==> src/rtl/uart_freq_rx_mc_if.sv <==
// Bus between the UART frequency-word receiver and its neighbours: the serial
// line coming in and the channel words plus status pulses going out.
interface uart_freq_rx_mc_if #(
  parameter int NUM_CH     = 2,
  parameter int WORD_BYTES = 2
);
  localparam int WORD_W = 8 * WORD_BYTES;

  logic                     rx;
  logic [NUM_CH*WORD_W-1:0] freq;
  logic                     done;
  logic [3:0]               done_ch;
  logic                     frame_err;
  logic                     hdr_err;
  logic                     timeout;
  logic                     busy;

  // Receiver side: consumes the serial line, produces words and status.
  modport master (
    input  rx,
    output freq, done, done_ch, frame_err, hdr_err, timeout, busy
  );

  // Host / DDS side: drives the serial line, consumes words and status.
  modport slave (
    output rx,
    input  freq, done, done_ch, frame_err, hdr_err, timeout, busy
  );
endinterface

==> src/rtl/uart_freq_rx_mc.sv <==
// UART receiver that assembles frequency tuning words for NUM_CH DDS channels.
// A packet is a header byte (bit7 set, channel in bits[3:0]) followed by
// WORD_BYTES data bytes, LSB byte first. The word is committed atomically.
module uart_freq_rx_mc #(
  parameter int CLK_DIV      = 521,
  parameter int NUM_CH       = 2,
  parameter int WORD_BYTES   = 2,
  parameter int PARITY_EN    = 0,
  parameter int PARITY_ODD   = 0,
  parameter int TIMEOUT_BITS = 32
) (
  input  logic             clk,
  input  logic             rst,
  uart_freq_rx_mc_if.master bus
);
  localparam int WORD_W = 8 * WORD_BYTES;
  localparam int CNT_W  = $clog2(CLK_DIV);
  localparam int IDX_W  = (WORD_BYTES > 1) ? $clog2(WORD_BYTES) : 1;
  localparam int LIMIT  = TIMEOUT_BITS * CLK_DIV;
  localparam int GAP_W  = $clog2(LIMIT + 1);

  localparam logic [CNT_W-1:0] DIV_M1   = CNT_W'(CLK_DIV - 1);
  localparam logic [CNT_W-1:0] HALF     = CNT_W'((CLK_DIV - 1) / 2);
  localparam logic [IDX_W-1:0] LAST_IDX = IDX_W'(WORD_BYTES - 1);
  localparam logic [GAP_W-1:0] GAP_LAST = GAP_W'(LIMIT - 1);
  localparam logic [4:0]       NUM_CH_L = 5'(NUM_CH);

  typedef enum logic [2:0] {
    B_IDLE   = 3'd0,
    B_START  = 3'd1,
    B_DATA   = 3'd2,
    B_PARITY = 3'd3,
    B_STOP   = 3'd4
  } bit_state_t;

  typedef enum logic [0:0] {
    P_HDR  = 1'b0,
    P_DATA = 1'b1
  } pkt_state_t;

  // Expected parity bit for a data byte: XOR for even, XNOR for odd.
  function automatic logic parity_bit(input logic [7:0] d, input logic odd);
    logic p;
    p = ^d;
    if (odd) begin
      return ~p;
    end else begin
      return p;
    end
  endfunction

  logic                     rx_meta_r;
  logic                     rx_sync_r;
  bit_state_t               bit_state_r;
  logic [CNT_W-1:0]         cnt_r;
  logic [2:0]               bit_idx_r;
  logic [7:0]               shift_r;
  logic                     par_ok_r;

  pkt_state_t               pkt_state_r;
  logic [3:0]               ch_r;
  logic [IDX_W-1:0]         idx_r;
  logic [WORD_W-1:0]        stage_r;
  logic [GAP_W-1:0]         gap_r;
  logic [NUM_CH*WORD_W-1:0] freq_r;
  logic                     done_r;
  logic [3:0]               done_ch_r;
  logic                     frame_err_r;
  logic                     hdr_err_r;
  logic                     timeout_r;
  logic                     busy_r;

  logic                     stop_tick_s;
  logic                     byte_ok_s;
  logic                     byte_bad_s;
  logic                     hdr_ok_s;
  logic                     gap_run_s;
  logic [WORD_W-1:0]        commit_word_s;

  // Two-flop synchroniser for the asynchronous serial line, idles high.
  always_ff @(posedge clk) begin
    if (rst) begin
      rx_meta_r <= 1'b1;
      rx_sync_r <= 1'b1;
    end else begin
      rx_meta_r <= bus.rx;
      rx_sync_r <= rx_meta_r;
    end
  end

  // Bit FSM: deserialises one frame; returns to IDLE on the stop sample itself.
  always_ff @(posedge clk) begin
    if (rst) begin
      bit_state_r <= B_IDLE;
      cnt_r       <= '0;
      bit_idx_r   <= 3'd0;
      shift_r     <= 8'd0;
      par_ok_r    <= 1'b1;
    end else begin
      case (bit_state_r)
        B_IDLE: begin
          cnt_r <= '0;
          if (!rx_sync_r) begin
            bit_state_r <= B_START;
          end else begin
            bit_state_r <= B_IDLE;
          end
        end
        B_START: begin
          if (cnt_r == HALF) begin
            cnt_r <= '0;
            if (!rx_sync_r) begin
              bit_idx_r   <= 3'd0;
              par_ok_r    <= 1'b1;
              bit_state_r <= B_DATA;
            end else begin
              bit_state_r <= B_IDLE;
            end
          end else begin
            cnt_r <= cnt_r + CNT_W'(1);
          end
        end
        B_DATA: begin
          if (cnt_r == DIV_M1) begin
            cnt_r     <= '0;
            shift_r   <= {rx_sync_r, shift_r[7:1]};
            bit_idx_r <= bit_idx_r + 3'd1;
            if (bit_idx_r == 3'd7) begin
              bit_state_r <= (PARITY_EN != 0) ? B_PARITY : B_STOP;
            end else begin
              bit_state_r <= B_DATA;
            end
          end else begin
            cnt_r <= cnt_r + CNT_W'(1);
          end
        end
        B_PARITY: begin
          if (cnt_r == DIV_M1) begin
            cnt_r       <= '0;
            par_ok_r    <= (rx_sync_r == parity_bit(shift_r, PARITY_ODD != 0));
            bit_state_r <= B_STOP;
          end else begin
            cnt_r <= cnt_r + CNT_W'(1);
          end
        end
        B_STOP: begin
          if (cnt_r == DIV_M1) begin
            cnt_r       <= '0;
            bit_state_r <= B_IDLE;
          end else begin
            cnt_r <= cnt_r + CNT_W'(1);
          end
        end
        default: begin
          cnt_r       <= '0;
          bit_state_r <= B_IDLE;
        end
      endcase
    end
  end

  // Byte-level events and packet decode helpers derived from the bit FSM.
  always_comb begin
    stop_tick_s = (bit_state_r == B_STOP) && (cnt_r == DIV_M1);
    if (stop_tick_s) begin
      byte_ok_s  = rx_sync_r && par_ok_r;
      byte_bad_s = !(rx_sync_r && par_ok_r);
    end else begin
      byte_ok_s  = 1'b0;
      byte_bad_s = 1'b0;
    end
    hdr_ok_s  = shift_r[7] && ({1'b0, shift_r[3:0]} < NUM_CH_L);
    gap_run_s = (bit_state_r == B_IDLE) && rx_sync_r;
    commit_word_s = stage_r;
    commit_word_s[32'(idx_r) * 8 +: 8] = shift_r;
  end

  // Packet FSM: header, data staging, atomic commit, abort on error/timeout.
  always_ff @(posedge clk) begin
    if (rst) begin
      pkt_state_r <= P_HDR;
      ch_r        <= 4'd0;
      idx_r       <= '0;
      stage_r     <= '0;
      gap_r       <= '0;
      freq_r      <= '0;
      done_r      <= 1'b0;
      done_ch_r   <= 4'd0;
      frame_err_r <= 1'b0;
      hdr_err_r   <= 1'b0;
      timeout_r   <= 1'b0;
      busy_r      <= 1'b0;
    end else begin
      done_r      <= 1'b0;
      hdr_err_r   <= 1'b0;
      timeout_r   <= 1'b0;
      frame_err_r <= byte_bad_s;
      case (pkt_state_r)
        P_HDR: begin
          gap_r <= '0;
          if (byte_ok_s) begin
            if (hdr_ok_s) begin
              ch_r        <= shift_r[3:0];
              idx_r       <= '0;
              stage_r     <= '0;
              busy_r      <= 1'b1;
              pkt_state_r <= P_DATA;
            end else begin
              hdr_err_r <= 1'b1;
            end
          end else begin
            pkt_state_r <= P_HDR;
          end
        end
        P_DATA: begin
          if (byte_bad_s) begin
            gap_r       <= '0;
            busy_r      <= 1'b0;
            pkt_state_r <= P_HDR;
          end else if (byte_ok_s) begin
            gap_r <= '0;
            if (idx_r == LAST_IDX) begin
              freq_r[32'(ch_r) * WORD_W +: WORD_W] <= commit_word_s;
              done_r      <= 1'b1;
              done_ch_r   <= ch_r;
              busy_r      <= 1'b0;
              pkt_state_r <= P_HDR;
            end else begin
              stage_r <= commit_word_s;
              idx_r   <= idx_r + IDX_W'(1);
            end
          end else if (gap_run_s) begin
            if (gap_r == GAP_LAST) begin
              timeout_r   <= 1'b1;
              gap_r       <= '0;
              busy_r      <= 1'b0;
              pkt_state_r <= P_HDR;
            end else begin
              gap_r <= gap_r + GAP_W'(1);
            end
          end else begin
            gap_r <= '0;
          end
        end
        default: begin
          busy_r      <= 1'b0;
          pkt_state_r <= P_HDR;
        end
      endcase
    end
  end

  assign bus.freq      = freq_r;
  assign bus.done      = done_r;
  assign bus.done_ch   = done_ch_r;
  assign bus.frame_err = frame_err_r;
  assign bus.hdr_err   = hdr_err_r;
  assign bus.timeout   = timeout_r;
  assign bus.busy      = busy_r;
endmodule
==> src/flat_wrapper.sv <==
// flat-port wrapper written by rule: the top's interface ports become plain ports
module uart_freq_rx_mc_flat 
#(
  parameter int CLK_DIV      = 521,
  parameter int NUM_CH       = 2,
  parameter int WORD_BYTES   = 2,
  parameter int PARITY_EN    = 0,
  parameter int PARITY_ODD   = 0,
  parameter int TIMEOUT_BITS = 32
)
  (clk, rst, bus_rx, bus_freq, bus_done, bus_done_ch, bus_frame_err, bus_hdr_err, bus_timeout, bus_busy);
  uart_freq_rx_mc_if #(.NUM_CH(NUM_CH), .WORD_BYTES(WORD_BYTES)) bus_i ();
  input  logic clk;
  input  logic rst;
  input wire logic [$bits(bus_i.rx)-1:0] bus_rx;
  output wire logic [$bits(bus_i.freq)-1:0] bus_freq;
  output wire logic [$bits(bus_i.done)-1:0] bus_done;
  output wire logic [$bits(bus_i.done_ch)-1:0] bus_done_ch;
  output wire logic [$bits(bus_i.frame_err)-1:0] bus_frame_err;
  output wire logic [$bits(bus_i.hdr_err)-1:0] bus_hdr_err;
  output wire logic [$bits(bus_i.timeout)-1:0] bus_timeout;
  output wire logic [$bits(bus_i.busy)-1:0] bus_busy;
  assign bus_i.rx = bus_rx;
  assign bus_freq = bus_i.freq;
  assign bus_done = bus_i.done;
  assign bus_done_ch = bus_i.done_ch;
  assign bus_frame_err = bus_i.frame_err;
  assign bus_hdr_err = bus_i.hdr_err;
  assign bus_timeout = bus_i.timeout;
  assign bus_busy = bus_i.busy;
  uart_freq_rx_mc #(.CLK_DIV(CLK_DIV), .NUM_CH(NUM_CH), .WORD_BYTES(WORD_BYTES), .PARITY_EN(PARITY_EN), .PARITY_ODD(PARITY_ODD), .TIMEOUT_BITS(TIMEOUT_BITS)) u_core (.clk(clk), .rst(rst), .bus(bus_i));
endmodule
==> config.mk <==
export PLATFORM = sky130hd
export DESIGN_NAME = uart_freq_rx_mc_flat
export DESIGN_NICKNAME = d
export VERILOG_FILES = /design/src/rtl/uart_freq_rx_mc_if.sv /design/src/rtl/uart_freq_rx_mc.sv /design/src/flat_wrapper.sv
export SDC_FILE = /design/constraint.sdc
export NUM_CORES = 1
export LEC_CHECK = 0
export ABC_AREA = 1
export BUFFER_PORTS_ARGS = -buffer_cell sky130_fd_sc_hd__buf_2
export CORE_MARGIN = 5
export CORE_UTILIZATION = 55
export CTS_BUF_LIST = sky130_fd_sc_hd__clkbuf_16
export DETAILED_ROUTE_END_ITERATION = 16
export PLACE_DENSITY = 0.75
export SYNTH_ARGS = -nofsm -noshare
export SYNTH_HDL_FRONTEND = slang
export SYNTH_SLANG_ARGS = --single-unit
==> constraint.sdc <==
create_clock -name clk -period 5.05 [get_ports clk]
set_input_delay 0.2525 -clock clk [delete_from_list [all_inputs] [get_ports clk]]
set_output_delay 0.2525 -clock clk [all_outputs]
set_load 0.01 [all_outputs]
## Yosys cells after proc, flatten, opt, wreduce, memory -nomap -nowiden

Cells that the tools add are included.

- Add/sub/neg operators: 6
- $lt $le $gt $ge: 1
- Equality and inequality tests: 22
- Shifts and indexed selects: 4
- Mux-type cells: 62
- Bitwise gates (word level): 4
- Reduce and logical (&&, ||, !) cells: 22

Operator list:

| kind | count |
|---|---|
| 16-bit 2-to-1 mux | 5 |
| 15-bit 2-to-1 mux | 4 |
| 4-bit negator with 34-bit output | 1 |
| 8-bit negator with 34-bit output | 1 |
| 16-bit by 34-bit variable shift with 32-bit output (first input constant) | 1 |
| 8-bit by 34-bit variable shift with 16-bit output (first input constant) | 1 |
| 16-bit by 34-bit indexed part select with 32-bit output | 1 |
| 8-bit by 34-bit indexed part select with 16-bit output | 1 |
| 32-bit bitwise mux | 1 |
| 16-bit case mux with 2 select lines | 1 |
| 1-bit 2-to-1 mux | 31 |
| 15-bit case mux with 2 select lines | 1 |
| 3-bit 2-to-1 mux | 8 |
| 10-bit 2-to-1 mux | 2 |
| 10-bit case mux with 2 select lines | 1 |
| 4-bit AND reduction | 5 |
| 16-bit bitwise mux | 1 |
| 15-bit by 1-bit adder with 15-bit output (second input constant) | 1 |
| 15-bit equality test (second input constant) | 1 |
| 3-bit case mux with 5 select lines | 1 |
| 2-bit by 1-bit inequality test with 1-bit output (second input constant) | 6 |
| 4-bit inequality test (second input constant) | 3 |
| 10-bit by 1-bit adder with 10-bit output (second input constant) | 1 |
| 10-bit equality test (second input constant) | 1 |
| 24 further kinds | 41 |

- Register bits: 105
- Input port bits: 3
- Output and inout bits: 41
- Logic and storage cells: 140

## Logic depth before layout (Yosys ltp)

Gate-level depths: netlist of run 1.

- Depth in word-level cells: 7
- Depth in mapped cells: 14
- Mapped depth without buffers: 13

## Worst setup path before layout of run 1

Ideal clock, no wire load.

- Path type: reg2reg
- From: register u_core.ch_r[0]
- To: register u_core.freq_r[8], in the netlist u_core.bus.freq[8]
- Setup time: 0.132 ns
- Arrival: 1.702 ns
- Data required time: 4.918 ns
- Path slack: 3.216 ns
- Stages on the path, launching flop included: 10
- Period minus slack after synthesis: 1.834 ns
- Cells stage by stage: dfxtp_1 inv_1 ha_1 buf_1 or2_1 nor2_4 nand2_2 buf_2 nand2_1 a21oi_1

- Cells in the longest elaborated chain, start to end: 3
- Elaborated cells on any way between the ends: 4

Ends and longest elaborated chain:

| what | RTL line | source |
|---|---|---|
| start, declared | uart_freq_rx_mc.sv:61 | `logic [3:0] ch_r;` |
| start signal, assigned | uart_freq_rx_mc.sv:203 | `ch_r <= shift_r[3:0];` |
| 8-bit negator with 34-bit output * | uart_freq_rx_mc.sv:223 | `freq_r[32'(ch_r) * WORD_W +: WORD_W] <= commit_word_s;` |
| 16-bit by 34-bit indexed part select with 32-bit output / 16-bit by 34-bit variable shift with 32-bit output (equally long branches) | uart_freq_rx_mc.sv:223 |  |
| 32-bit bitwise mux * | uart_freq_rx_mc.sv:223 |  |
| end signal, assigned by index | uart_freq_rx_mc.sv:223 |  |
| end, declared | uart_freq_rx_mc.sv:65 | `logic [NUM_CH*WORD_W-1:0] freq_r;` |

Every way passes the cells marked *; elsewhere a longest branch is shown, timed or not.
A chain may end at the register's enable or synchronous reset.

## Final worst setup path of run 1

- From: register u_core.idx_r
- To: register u_core.freq_r[18], in the netlist u_core.bus.freq[18]

- Cells in the longest elaborated chain, start to end: 5
- Elaborated cells on any way between the ends: 7

Ends and longest elaborated chain:

| what | RTL line | source |
|---|---|---|
| start, declared | uart_freq_rx_mc.sv:62 | `logic [IDX_W-1:0] idx_r;` |
| start signal, assigned | uart_freq_rx_mc.sv:230 | `idx_r <= idx_r + IDX_W'(1);` |
| 4-bit negator with 34-bit output | uart_freq_rx_mc.sv:175 | `commit_word_s[32'(idx_r) * 8 +: 8] = shift_r;` |
| 8-bit by 34-bit indexed part select with 16-bit output / 8-bit by 34-bit variable shift with 16-bit output (equally long branches) | uart_freq_rx_mc.sv:175 |  |
| 16-bit bitwise mux | uart_freq_rx_mc.sv:175 |  |
| 16-bit by 34-bit indexed part select with 32-bit output | uart_freq_rx_mc.sv:223 |  |
| 32-bit bitwise mux | uart_freq_rx_mc.sv:223 |  |

Several ways; a longest one is shown, not always the timed one.

==> impl_metrics.ini, run 1 <==
[sta]
finClkSkew_ns = 0.00436
setup-violations-final = 0
fmax_mhz = 393
setup_ws_ns = 2.51
fin_crit_sh = 0.504
drv_slew = 0
hold_viol = 0
tightest_slew_ns = 1.15
rsz0062_at_grt = false
relSlewSlack = 0.227
fin_tns_setup_ns = 0
timing.final.crit_period_ns = 2.54

[detailed_routing]
via_per_inst = 5.44
dr_total_vias = 4164
drtAntennaViolNets = 0
routed_wl_um = 10400
wl_per_cell_um = 13.5
firstDrtPassIters = 5
drc_errors = 0
first_iter_violations = 251

[grt]
grt_max_degree = 47
antenna_found_initial = 0
grt_usage = 0.210
overflow = 0
grt_pass1_vias = 3888
grt_pass1_wl_um = 17800

[clock_network]
cts.clk_slew.worst_paths_ns = 0.07
hold_buffers = 0
cts_buffers = 9
cts_tree = done
clk_latency_ns = 0.34
clockBufferDepth = 2
postCtsSetupBuffers = 0
cts-root-buf = clkbuf_16
cts_resized = 0
htree_levels = 3
cts_sinks = 105

[power]
power_leakage_nw = 2.12
powerDensity_nw_per_um2 = 333
vdd_ir_drop_max_uv = 173

[critical_path]
crit_arrival_ns = 2.78
reg2reg_from = u_core.idx_r$_SDFFE_PP0P_
rrSetupSlack_ns = 2.51
worstSetupPathType = reg -> reg
start_kind = flop
crit_required_ns = 5.29
crit_start = u_core.idx_r$_SDFFE_PP0P_
end_kind = flop
crit_fanout = 35

[yosys]
synth_compound_area_frac = 0.127
syn_inst = 630
synth_mux_area_frac = 0
ys_seq_elements = 105
yosysWarnings = 0
syn-num-nets = 641
synthDistinctLibCells = 35
async_reset_ff_frac = 0
syn_area_per_cell_um2 = 7.40
synth-adder-area-share = 0.0215
synth_top_family_by_area = simple AND/OR/NAND/NOR gates
yosys.area_share.simple = 0.292
synth_xor_area_frac = 0.0282
ys.flop_type = dfxtp_1
ys_seq_area_frac = 0.451
synth-edff-count = 0
synth_area_um2 = 4660

[finish]
final_cell_mix = dfxtp_1, nand2_1, nand3_1
final_nets = 667
area_growth_pct = 11.6
final_common_cell = dfxtp_1
diodes = 0
drive_gt1_frac = 0.118
finalCoreUtilization = 0.633

[job]
max_cap_viol_count = 0

[placement]
gp_congestion = 0.881
io_buffers = 43
dpl_worst_slack_ns = 2.58
place.detailed.hpwl_um = 7150

[run_status]
outcome = finished, final reports clean

[floorplanning]
io_pins = 44
die_area_um2 = 10400
core_area_um2 = 8220
start_util = 0.567
dieHeight_um = 102
rows = 33
die_w_um = 102

[worst_hold_path]
hp-class = in -> reg
hp-start = bus_rx
==> worst max-delay path, stage by stage (launching register included) <==
cell and delay, ns:
dfxtp_1 0.95, nand2_1 0.29, nor2_4 0.49, buf_4 0.41, nand3_1 0.15, nand2_1 0.08, nor2_1 0.05
==> state kept, by name (all words and copies together) (netlist names), 3 cells and up <==
register and flops:
u_core.cnt_r 10, u_core.stage_r 16, u_core.bus.done_ch 4, u_core.gap_r 15, u_core.ch_r 4, u_core.bit_state_r 3
u_core.bus.freq 32, u_core.bit_idx_r 3, u_core.shift_r 8
==> final cells by class <==
class | instances | area (um2)
Sequential cell | 105 | 2100
Inverter | 58 | 218
Clock buffer | 9 | 225
Tap cell | 105 | 131
Timing Repair Buffer | 45 | 230
Clock inverter | 7 | 111
Multi-Input combinational cell | 437 | 2180
Fill cell | 734 | 3020
==> power by group <==
part,internal (mW),switching [mW]
clock network,0.481,0.299
registers,0.839,0.00994
logic,0.0277,0.0739
==> routing by layer <==
layer,track usage,up-vias,routed length [um]
li1,-,2136,-
met1,0.279,1892,4680
met2,0.347,118,4940
met5,0,-,0
met4,0.0737,0,187
met3,0.0341,18,566
==> per-stage QoR <==
stage	instance area (um2)	power [mW]	hold slack, ns	instances
floorplan	4660	0.948	0.356	630
global placement	4860	0.967	0.402	750
detailed placement	4860	0.968	0.410	750
CTS	5200	1.74	0.0946	766
global route	5200	1.80	0.105	766
finish	5200	1.73	0.0955	766
==> Yosys cell counts, types with 4 or more instances <==
master | number | area (um2)
inv_1 | 52 | 195
nor2_4 | 4 | 45.0
buf_2 | 10 | 50.1
dfxtp_1 | 105 | 2100
xnor2_1 | 7 | 61.3
clkbuf_1 | 10 | 37.5
inv_2 | 6 | 22.5
a21oi_1 | 75 | 375
nand2_1 | 103 | 387
o21ai_0 | 28 | 140
nor3_1 | 28 | 140
buf_1 | 4 | 15.0
xor2_1 | 8 | 70.1
nand3_1 | 79 | 395
ha_1 | 8 | 100
nor2_1 | 70 | 263
==> kinds of logic after synthesis <==
kind of cell	count (synthesis)
buffers and inverters	88
AND/OR/NAND/NOR	301
AO/OA/AOI/OAI	113
adder cells (fa/ha/maj)	8
XOR/XNOR	15
flip-flops	105
==> final timing paths <==
| path | to | depth (start not counted) |
|---|---|---|
| setup / recovery | u_core.bus.freq[18]$_SDFFE_PP0P_ | 6 |
| hold reg to reg | u_core.rx_sync_r$_SDFF_PP1_ | 1 |
| hold / removal | u_core.rx_meta_r$_SDFF_PP1_ | 2 |
| setup reg to reg | u_core.bus.freq[18]$_SDFFE_PP0P_ | 6 |
Note: power is estimated with default switching activity, not from simulation.
==> run 2, diff against run 1 <==
--- a/config.mk
+++ b/config.mk
@@ -5,10 +5,10 @@
 export SDC_FILE = /design/constraint.sdc
 export NUM_CORES = 1
 export LEC_CHECK = 0
-export ABC_AREA = 1
+export ABC_AREA = 0
 export BUFFER_PORTS_ARGS = -buffer_cell sky130_fd_sc_hd__buf_2
 export CORE_MARGIN = 5
-export CORE_UTILIZATION = 55
+export CORE_UTILIZATION = 53
 export CTS_BUF_LIST = sky130_fd_sc_hd__clkbuf_16
 export DETAILED_ROUTE_END_ITERATION = 16
 export PLACE_DENSITY = 0.75
==> constraint.sdc (replaced) <==
create_clock -name clk -period 2.07 [get_ports clk]
set_input_delay 0.1035 -clock clk [delete_from_list [all_inputs] [get_ports clk]]
set_output_delay 0.1035 -clock clk [all_outputs]
set_load 0.01 [all_outputs]
==> run 2 against run 1 <==
The run now ends with negative setup slack left. Combinational power is 9.9% lower. First-iteration DRC count is 21% lower. Cell count is 13% lower. Design area is 9.0% higher. Sequential power is 140% higher. Non-clock buffer count is 37 higher. Maximum frequency is 17% higher. Routed wire length is 10% higher. Critical path type unchanged. Critical endpoint is now u_core.bus.freq[8]$_SDFFE_PP0P_. Largest cell class unchanged.
==> impl_metrics.ini, run 2 <==
[finish]
stdcell_count = 670
drive_gt1_frac = 0.235
final_cell_mix = dfxtp_1, nor2_1, buf_2
largest_register_ffs = 32
final_common_cell = dfxtp_1
fillers = 689
final_nets = 569
diodes = 0
area_growth_pct = 20.6

[yosys]
syn_area_per_cell_um2 = 9.38
synthDistinctLibCells = 56
yosysWarnings = 0
synth_xor_area_frac = 0.0503
syn-num-nets = 512
synth_top_area_share = 0.447
synth_top_area_cell = dfxtp_1
ys.flop_type = dfxtp_1
ys_seq_elements = 105
synth_area_um2 = 4700
synth-adder-area-share = 0.0213
synth_compound_area_frac = 0.162
syn_inst = 501
yosys.area_share.simple = 0.216
synth_top_family_by_area = simple AND/OR/NAND/NOR gates
synth-edff-count = 0
synth.top_cells.by_count = dfxtp_1, nor2_1, a21oi_1, o21ai_0, clkbuf_1
ys_seq_area_frac = 0.447
post-synth-top-count-cell = dfxtp_1
async_reset_ff_frac = 0
synth_mux_area_frac = 0.0511
synthTopCellsByArea = dfxtp_1, mux2i_1, xnor2_1

[floorplanning]
die_area_um2 = 10800
rows = 34
io_pins = 44
dieHeight_um = 104
die_w_um = 104
start_util = 0.541
core_area_um2 = 8680

[critical_path]
crit_fanout = 20
worstSetupPathType = reg -> reg
end_kind = flop
crit_required_ns = 2.29
start_kind = flop
crit_arrival_ns = 2.40

[sta]
relSlewSlack = 0.591
finClkSkew_ns = 0.00800
fmax_mhz = 460
timing.final.crit_period_ns = 2.17
rsz0062_at_grt = true
tightest_slew_ns = 0.613
fin_crit_sh = 1.05
drv_slew = 0
hold_viol = 0
setup_ws_ns = -0.102
setup-violations-final = 7

[detailed_routing]
dr_total_vias = 3967
wl_per_cell_um = 17.1
routed_wl_um = 11500
via_per_inst = 5.92
firstDrtPassIters = 5
first_iter_violations = 198
drc_errors = 0
drtAntennaViolNets = 0

[clock_network]
cts.clk_slew.worst_paths_ns = 0.07
htree_levels = 3
cts_buffers = 9
cts-root-buf = clkbuf_16
clk_latency_ns = 0.34
clockBufferDepth = 2
cts_sinks = 105
cts_tree = done

[placement]
io_buffers = 43
place.detailed.hpwl_um = 7360
gp_congestion = 0.866
dp_cells = 645

[power]
power_leakage_nw = 1.96
powerDensity_nw_per_um2 = 667
p_total_mw = 3.78
vdd_ir_drop_max_uv = 394

[grt]
overflow = 0
grt_max_degree = 41
antenna_found_initial = 0
grt_pass1_wl_um = 18400
grt_pass1_vias = 3706
grt_usage = 0.201

[job]
max_cap_viol_count = 0

[worst_hold_path]
hp-class = in -> reg

[run_status]
outcome = finished, violations left
violations = negative setup slack
## run 2: repair_timing
item                       4_1_cts  5_1_grt
pin swaps                        3       23
setup endpoints to repair       12       52
gates cloned                     0        2
hold endpoints to repair         1        0
setup buffers                    1        6
hold buffers                     1        0
gates resized for setup          1       33
## run 2: metrics by stage
| step | setup TNS [ns] | instance area [um2] | setup slack, ns | util | hold WS (ns) |
|---|---|---|---|---|---|
| floorplan | -0.0380 | 4700 | -0.0125 | - | 0.207 |
| global placement | 0 | 5090 | 0.0523 | 0.586 | 0.297 |
| detailed placement | -0.102 | 5090 | -0.0430 | 0.586 | 0.298 |
| CTS | -0.00833 | 5400 | -0.00833 | 0.622 | 0.0952 |
| global route | -1.75 | 5670 | -0.203 | 0.653 | 0.127 |
| finish | -0.345 | 5670 | -0.102 | 0.653 | 0.108 |
## run 2: per-layer routing
layer  up-vias  GRT usage  part of all wire
li1       1946          -                 -
met1      1873      0.278              0.45
met2       134      0.311              0.49
met3        14     0.0441             0.051
met4         0     0.0685             0.012
met5         -          0                 0
## run 2: cells by family after synthesis
group | after synthesis
AOI/OAI and AO/OA | 118
xor gates and xnor gates | 27
adders and majority gates | 8
buffers and inverters | 48
DFF | 105
muxes | 24
and+or+nand+nor | 171
## run 2: critical path: stages (launching register included)
cell	delay, ns
dfxtp_2	0.32
inv_2	0.06
ha_4	0.12
or4b_4	0.49
buf_4	0.17
nor4_2	0.20
buf_6	0.27
a31oi_1	0.11
a311oi_1	0.31
## run 2: layout make-up
cell class / count / area [um2] / share of cell area
multi-input combinational: 348 / 2510 / 0.443
sequential: 105 / 2110 / 0.373
timing repair buffer: 82 / 581 / 0.102
clock buffer: 9 / 225 / 0.0398
tap: 108 / 135 / 0.0239
clock inverter: 6 / 60.1 / 0.0106
inverter: 12 / 45.0 / 0.00795
## run 2: final timing paths
check             slack [ns]  cells after the start                                to                   startpoint
setup reg to reg       -0.10                      8   u_core.bus.freq[8]$_SDFFE_PP0P_   u_core.cnt_r[1]$_SDFF_PP0_
setup / recovery       -0.10                      8   u_core.bus.freq[8]$_SDFFE_PP0P_   u_core.cnt_r[1]$_SDFF_PP0_
hold / removal          0.11                      2  u_core.bit_idx_r[1]$_SDFFE_PP0P_                          rst
hold reg to reg         0.43                      1       u_core.rx_sync_r$_SDFF_PP1_  u_core.rx_meta_r$_SDFF_PP1_
## run 2: where the power goes
part / internal (mW) / switching, mW
clock: 0.927 / 0.729
sequential: 2.02 / 0.00602
combinational: 0.0353 / 0.0566
total: 2.98 / 0.792
==> run 3, diff against run 2 <==
--- a/config.mk
+++ b/config.mk
@@ -7,6 +7,7 @@
 export LEC_CHECK = 0
 export ABC_AREA = 0
 export BUFFER_PORTS_ARGS = -buffer_cell sky130_fd_sc_hd__buf_2
+export CORE_ASPECT_RATIO = 0.75
 export CORE_MARGIN = 5
 export CORE_UTILIZATION = 53
 export CTS_BUF_LIST = sky130_fd_sc_hd__clkbuf_16
==> run 3 against run 2 <==
The run still ends with negative setup slack left. Sequential power about the same. Non-clock buffer count increased by 1. Core utilization decreased by 0.19 points. Critical path depth decreased by 2. First-iteration DRC count increased by 110%. Setup slack improved by 0.095 ns. Design area decreased by 1.6%. Critical path type unchanged. Highest routed layer unchanged.
==> impl_metrics.ini, run 3 (synthesized netlist as in run 2, its figures left out) <==
[run_status]
outcome = finished, violations left
violations = negative setup slack

[critical_path]
worstSetupPathType = reg -> reg
cpMaxStageDelayCell = or4b_4
r2r_cells = 6
rrSetupSlack_ns = -0.007
crit_start = u_core.cnt_r[0]$_SDFF_PP0_
path_cells = inv_1, ha_1, or4b_4, o32a_4, or4b_4, a21oi_2
crit_end = u_core.bit_state_r[2]$_SDFFE_PP0P_
crit_arrival_ns = 2.37
critPathMaxStageDelay_ns = 0.52
regToRegEndpoint = u_core.bit_state_r[2]$_SDFFE_PP0P_
end_kind = flop
crit_fanout = 6
reg2reg_from = u_core.cnt_r[0]$_SDFF_PP0_
start_kind = flop
crit_required_ns = 2.36
cp_common_cell = or4b_4

[floorplanning]
die_w_um = 119
start_util = 0.549
core_area_um2 = 8560
dieHeight_um = 91.5
rows = 29
io_pins = 44
die_area_um2 = 10900

[clock_network]
clk_latency_ns = 0.35
cts_sinks = 105
cts-root-buf = clkbuf_16
htree_levels = 3
cts.clk_slew.worst_paths_ns = 0.07
cts_tree = done
clockBufferDepth = 2
cts_buffers = 9

[sta]
hold_viol = 0
final.hold.worst_slack_ns = 0.192
fmax_mhz = 481
fin_crit_sh = 1.00
rsz0062_at_grt = true
tightest_slew_ns = 0.595
setup_ws_ns = -0.00722
finClkSkew_ns = 0.00580
setup-violations-final = 1
timing.final.crit_period_ns = 2.08
relSlewSlack = 0.603
drv_slew = 0

[finish]
finalCoreUtilization = 0.651
final_cell_mix = dfxtp_1, nor2_1, buf_2
area_growth_pct = 18.6
largest_register_ffs = 32
fin_area_um2 = 5570
drive_gt1_frac = 0.216
stdcell_count = 672
final_common_cell = dfxtp_1
final_nets = 570
diodes = 0

[power]
comb_power_share = 0.021
switching_power_uw = 828
switching_share = 0.210
powerDensity_nw_per_um2 = 709
seq_power_share = 0.513
power_leakage_nw = 1.95
p_int_mw = 3.12
p_clk_frac = 0.465
vdd_ir_drop_max_uv = 583

[detailed_routing]
via_per_inst = 5.98
routed_wl_um = 11100
dr_total_vias = 4018
wl_per_cell_um = 16.5
firstDrtPassIters = 5
drc_errors = 0
first_iter_violations = 406
drtAntennaViolNets = 0

[grt]
grt_pass1_wl_um = 18300
grt_usage = 0.205
grt_pass1_vias = 3597
grt_max_degree = 40
overflow = 0
antenna_found_initial = 0

[worst_hold_path]
hp-class = in -> reg

[placement]
place_area_um2 = 5130
place.detailed.hpwl_um = 7490
gp_congestion = 0.849
io_buffers = 43
dp_cells = 651
dpl_worst_slack_ns = -0.00622

[job]
max_cap_viol_count = 0
[run 3: cell count changes in the layout (fill, tap and decap cells not counted), sizes merged]
cell	previous run	this run
buf	79	81
clkbuf	11	9
bufbuf	0	1
bufinv	1	2
clkinv	3	2
clkinvlp	0	1
[run 3: layout make-up]
cell class                      instances  area [um2]
Fill cell                             692        2990
Multi-Input combinational cell        348        2400
Sequential cell                       105        2100
Timing Repair Buffer                   83         567
Clock buffer                            9         225
Tap cell                              108         135
Clock inverter                          7         100
Inverter                               12        45.0
[run 3: repair_timing]
action                                  CTS  global route
endpoints found under the setup margin   10            32
hold endpoints to repair                  1             0
pin swaps                                 3             4
gates cloned                              1             0
resized for setup                         3             8
setup buffers                             0             3
hold buffers                              1             0
[run 3: per-layer routing]
layer	up-vias	wire length (um)	track usage
met4	0	80	0.0569
met3	7	822	0.0627
li1	1954	-	-
met5	-	0	0
met2	160	4960	0.302
met1	1897	5240	0.290
[run 3: metrics by stage]
stage          setup TNS [ns]  power [mW]
2_1_floorplan         -0.0380        2.14
3_3_place_gp                0        2.15
3_5_place_dp         -0.00745        2.15
4_1_cts               -0.0352        3.97
5_1_grt                -0.222        4.07
6_report             -0.00722        3.95
[run 3: worst min path at each step]
stage	end	slack [ns]	depth (start not counted)	from
after global placement	u_core.rx_meta_r$_SDFF_PP1_	0.30	2	bus_rx
after detailed placement	u_core.rx_meta_r$_SDFF_PP1_	0.30	2	bus_rx
after floorplan	u_core.rx_meta_r$_SDFF_PP1_	0.21	1	bus_rx
after CTS	u_core.shift_r[7]$_SDFFE_PP0P_	0.18	2	rst
after global routing	u_core.shift_r[2]$_SDFFE_PP0P_	0.21	2	rst
final	u_core.shift_r[7]$_SDFFE_PP0P_	0.19	2	rst
[run 3: power by group through the flow]
stage          Sequential, mW  Clock [mW]  Combinational, mW
3_3_place_gp             2.07           0             0.0782
4_1_cts                  2.03        1.86             0.0815
3_5_place_dp             2.08           0             0.0795
5_1_grt                  2.03        1.95             0.0933
6_report                 2.03        1.84             0.0844
2_1_floorplan            2.07           0             0.0645
[run 3: worst max-delay path, delay by kind of cell, from the launching register on]
kind	cells	cell delay (ns)
adder cells (fa/ha/maj)	1	0.14
flip-flops	1	0.32
AO/OA/AOI/OAI	2	0.46
buffers and inverters	1	0.05
AND/OR/NAND/NOR	2	1.04
